[src/rtl/run_det_pkg.sv]
// run_det_pkg: shared state encoding, mode constants and run qualification for run_parity_detector
package run_det_pkg;
    typedef enum logic [1:0] {S_IDLE = 2'd0, S_ODD = 2'd1, S_EVEN = 2'd2} state_t;
    localparam logic [1:0] MODE_EVEN = 2'b00;
    localparam logic [1:0] MODE_ODD  = 2'b01;
    localparam logic [1:0] MODE_MIN  = 2'b10;
    localparam logic [1:0] MODE_ANY  = 2'b11;
    function automatic logic qualify(input state_t s, input logic ge_min, input logic [1:0] mode);
        return mode == MODE_EVEN ? s == S_EVEN :
               mode == MODE_ODD  ? s == S_ODD  :
               mode == MODE_MIN  ? ge_min      : 1'b1;
    endfunction
endpackage

[src/rtl/sat_counter.sv]
// sat_counter: saturating up-counter; clear then inc in one edge yields 1, sat_hit flags an increment at all-ones
module sat_counter #(
    parameter int W = 4
) (
    input  logic         clk,
    input  logic         reset,
    input  logic         clear,
    input  logic         inc,
    output logic [W-1:0] count,
    output logic         sat_hit
);
    logic [W-1:0] count_q, count_d, base;
    always_comb begin
        base    = clear ? '0 : count_q;
        count_d = (inc && base != '1) ? base + W'(1) : base;
        sat_hit = inc && base == '1;
    end
    always_ff @(posedge clk) begin
        if (reset) count_q <= '0;
        else       count_q <= count_d;
    end
    assign count = count_q;
endmodule

[src/rtl/run_parity_detector.sv]
// run_parity_detector: tracks runs of a target bit and pulses y when a terminated run matches the selected mode
module run_parity_detector
    import run_det_pkg::*;
#(
    parameter int CNT_W   = 4,
    parameter int MIN_RUN = 2
) (
    input  logic             clk,
    input  logic             reset,
    input  logic             en,
    input  logic             x,
    input  logic             target,
    input  logic [1:0]       mode,
    output logic             y,
    output logic [CNT_W-1:0] run_len,
    output logic [CNT_W-1:0] last_len,
    output logic             ovf
);
    localparam logic [CNT_W-1:0] MIN_W = CNT_W'(MIN_RUN);
    if (MIN_RUN < 1 || MIN_RUN > (2 ** CNT_W) - 1) begin : g_bad_min_run
        $error("run_parity_detector: MIN_RUN out of range for CNT_W");
    end
    state_t           state_q, state_d, cur;
    logic             tgt_q, tgt_d, y_q, y_d, ovf_q, ovf_d, hit, clr, inc, sat_hit;
    logic [CNT_W-1:0] last_len_q, last_len_d;
    sat_counter #(.W(CNT_W)) u_run_cnt (
        .clk(clk), .reset(reset), .clear(clr), .inc(inc), .count(run_len), .sat_hit(sat_hit)
    );
    // A target change aborts an open run; the same edge's bit is then judged from idle.
    always_comb begin
        state_d    = state_q;
        tgt_d      = tgt_q;
        last_len_d = last_len_q;
        y_d        = 1'b0;
        clr        = 1'b0;
        inc        = 1'b0;
        hit        = x == target;
        cur        = (state_q != S_IDLE && target != tgt_q) ? S_IDLE : state_q;
        if (en) begin
            tgt_d = target;
            if (cur == S_ODD || cur == S_EVEN) begin
                if (hit) begin
                    state_d = cur == S_ODD ? S_EVEN : S_ODD;
                    inc     = 1'b1;
                end else begin
                    state_d    = S_IDLE;
                    clr        = 1'b1;
                    last_len_d = run_len;
                    y_d        = qualify(cur, run_len >= MIN_W, mode);
                end
            end else begin
                state_d = hit ? S_ODD : S_IDLE;
                clr     = 1'b1;
                inc     = hit;
            end
        end
    end
    always_comb ovf_d = ovf_q | (en & sat_hit);
    always_ff @(posedge clk) begin
        if (reset) begin
            state_q    <= S_IDLE;
            tgt_q      <= target;
            last_len_q <= '0;
            y_q        <= 1'b0;
            ovf_q      <= 1'b0;
        end else begin
            state_q    <= state_d;
            tgt_q      <= tgt_d;
            last_len_q <= last_len_d;
            y_q        <= y_d;
            ovf_q      <= ovf_d;
        end
    end
    assign y        = y_q;
    assign last_len = last_len_q;
    assign ovf      = ovf_q;
endmodule
[config.mk]
export PLATFORM = sky130hd
export DESIGN_NAME = run_parity_detector
export DESIGN_NICKNAME = d
export VERILOG_FILES = /design/src/rtl/run_det_pkg.sv /design/src/rtl/sat_counter.sv /design/src/rtl/run_parity_detector.sv
export SDC_FILE = /design/constraint.sdc
export NUM_CORES = 1
export LEC_CHECK = 0
export BUFFER_PORTS_ARGS = -buffer_cell sky130_fd_sc_hd__buf_2
export CAP_MARGIN = 30
export CORE_AREA = 2 2 39 41
export DETAILED_ROUTE_END_ITERATION = 7
export DIE_AREA = 0 0 41 43
export GPL_ROUTABILITY_DRIVEN = 1
export GPL_TIMING_DRIVEN = 0
export HOLD_SLACK_MARGIN = 0.1
export PLACE_DENSITY = 0.88
export SLEW_MARGIN = 30
export SYNTH_ARGS = -nofsm -noshare
export SYNTH_HDL_FRONTEND = slang
export SYNTH_SLANG_ARGS = --single-unit
[constraint.sdc]
create_clock -name clk -period 4.4 [get_ports clk]
set_clock_uncertainty 0.2 [all_clocks]
set_input_delay 0.88 -clock clk [delete_from_list [all_inputs] [get_ports clk]]
set_output_delay 0.88 -clock clk [all_outputs]
set_load 0.01 [all_outputs]
==> impl_metrics.tcl <==
set metrics [dict create \
    status "finished clean" \
    gp_congestion 0.822 \
    netlist_instances 77 \
    cp.required_ps 4350 \
    antenna_found_initial 0 \
    crit_end "u_run_cnt.count[0]$_SDFF_PP0_" \
    seqCellArea_sq_um 270 \
    path_clk_slew_ps 80 \
    drv_slew 0 \
    grt_pass1_wl_microns 2370 \
    synth_compound_area_share_pct 12.9 \
    drc 0 \
    met1_usage_pct 21.2 \
    viasPerCell 5.60 \
    hp-start "state_q[1]$_SDFFE_PP0P_" \
    cts_hold_buf 0 \
    cp.arrival_ps 3010 \
    r2r_slack_ps 1680 \
    dieArea_sq_mm 0.00176 \
    ys_seq_elements 13 \
    p_leak_nw 0.356 \
    tightest_slew_ps 474 \
    fmax_mhz 326 \
    overflow 0 \
    layout_common_cells "buf_2, dfxtp_1, nor2_1" \
    slowest_delay_ps 400 \
    rsz0062_at_grt "false" \
    synth.area.mux_share_pct 8.59 \
    core_sq_mm 0.00138 \
    synth_flop_cell "dfxtp_1" \
    multi_input_area_sq_um 403 \
    io_pins 17 \
    synth_edf_count 1 \
    n_fill_cell 126 \
    clk_latency_ps 280 \
    r2r-start "tgt_q$_DFFE_PP_" \
    cp_top_family "simple AND/OR/NAND/NOR gates" \
    hold_viol 0 \
    reg2reg_to "u_run_cnt.count[0]$_SDFF_PP0_" \
    hold_path.class "flop to flop" \
    syn_area_per_cell_sq_um 9.08 \
    die_h_microns 43 \
    finalSetupViolCount 0 \
    worst_setup_path_start_kind "primary input" \
    track_usage_pct 19.5 \
    worst-path-stages 11 \
    wl_microns 1470 \
    num-nets-final 108 \
    drv_cap 0 \
    slew_headroom_pct 68.4 \
    met3_usage_pct 5.24 \
    synth_top_family_by_area "simple AND/OR/NAND/NOR gates" \
    syn-num-nets 87 \
    yosys_warnings 0 \
    final_common_cell "buf_2" \
    async_reset_ff_share_pct 0 \
    worstSetupEndpointType "flop" \
    drive_gt1_share_pct 23.7 \
    drtIter0Drc 14 \
    grt_max_degree 11 \
    initial_core_util_pct 50.5 \
    wl_per_cell_microns 13.0 \
    syn_to_final_growth_pct 18.1 \
    met2_usage_pct 32.5 \
    grt.busiest_layer "met2" \
    fin_setup_tns_ps 0 \
    timing.final.crit_period_ps 3060 \
    cts_resized 0 \
    die_w_microns 41 \
    worst-path-buf-inv 1 \
    synth_xor_area_share_pct 4.83 \
    synthSimpleGateAreaFrac_pct 25.9 \
    ant_nets 0 \
    cts_tree "yes" \
    dp_hpwl_microns 1080 \
    n_antenna_cell 0 \
    cts_buffers 3 \
    synthAdderAreaFrac_pct 5.37 \
    power_mw 0.228 \
    grt_pass1_vias 591 \
    path_max_fanout 7 \
    cts_setup_buffers 0 \
    vias 633 \
    rows 14 \
    port_buffers 16 \
    period_share_pct 69.7 \
    vdd.ir_drop.worst_mv 0.150 \
    cp-startpoint "target" \
    syn-cell-area_sq_um 699 \
    power_density_mw_per_mm2 276 \
    cts_sinks 13 \
    cts_root_buf "clkbuf_4" \
    fin_util_pct 59.7 \
    h-tree-depth 1 \
    dr.pass1.iters 4 \
    clock_path_buffers 2 \
    critical_path_class "primary input to flop" \
    fin_hold_ws_ps 283 \
    path_cells "buf_2 -> xnor2_1 -> and2_1 -> ha_1 -> o21ai_0 -> and2_1 -> ha_1 -> nand4b_1 -> and3_1 -> o21ai_0 -> a21oi_1" \
    synth.distinct_cells 30 \
    r2r_cells 10 \
    ys_seq_area_share_pct 38.6 \
    crit_slowest_cell "ha_1" \
]
[power breakdown]
group,leakage [nW],switching (mW),internal (mW)
Clock,0.0150,0.0397,0.0352
Sequential,0.107,0.00210,0.122
Combinational,0.234,0.0171,0.0124
[final cells by class]
cell class                 instances  area share [%]
sequential                        13            32.7
tap                               16            2.42
buffer                             2           0.909
clock buffer                       4            3.18
multi-input combinational         57            48.8
inverter                           5            2.27
timing repair buffer              16            9.70
[synth_stat cells (2+ instances only)]
| library cell | instances | area (sq um) |
|---|---|---|
| o21ai_0 | 4 | 20.0 |
| and2_1 | 3 | 18.8 |
| nand2b_1 | 5 | 31.3 |
| ha_1 | 3 | 37.5 |
| dfxtp_1 | 12 | 240 |
| nand2_1 | 3 | 11.3 |
| nor2_1 | 8 | 30.0 |
| clkbuf_1 | 2 | 7.51 |
| a21oi_1 | 5 | 25.0 |
| a211oi_1 | 2 | 15.0 |
| and3_1 | 2 | 12.5 |
| inv_1 | 5 | 18.8 |
| mux2i_1 | 6 | 60.1 |
[how the worst min path moves through the flow]
stage	endpoint	slack, ps	depth (start not counted)
after detailed placement	ovf$_SDFF_PP0_	260	2
after global routing	state_q[1]$_SDFFE_PP0P_	320	2
final	state_q[1]$_SDFFE_PP0P_	280	2
after CTS	state_q[1]$_SDFFE_PP0P_	290	2
after global placement	state_q[1]$_SDFFE_PP0P_	250	2
after floorplan	state_q[1]$_SDFFE_PP0P_	250	2
[kinds of logic after synthesis]
kind of cell | after synthesis
AND/OR/NAND/NOR | 30
XOR/XNOR | 3
flip-flops | 13
multiplexers | 6
buffers and inverters | 7
adder cells (fa/ha/maj) | 3
AO/OA/AOI/OAI | 15
[metrics by stage]
stage | setup slack, ps | area (sq um) | cells
4_1_cts | 1360 | 826 | 113
3_3_place_gp | 1150 | 800 | 109
5_1_grt | 1090 | 826 | 113
6_report | 1340 | 826 | 113
2_1_floorplan | 1470 | 699 | 77
3_5_place_dp | 1070 | 800 | 109
[flip-flops by register name (all words and copies together) (netlist names)]
name	cells
tgt_q	1
state_q	2
ovf	1
y	1
last_len	4
u_run_cnt.count	4
[per-layer routing]
layer	vias to the layer above	share of wire [%]
met2	16	51
li1	313	-
met5	-	0
met4	0	0.88
met1	302	44
met3	2	3.9
[tightest hold or removal path: stages (launching register included)]
cell      delay (ps)
dfxtp_1          320
nand2b_1          70
a21oi_1           50
(Power assumes the default switching activity.)
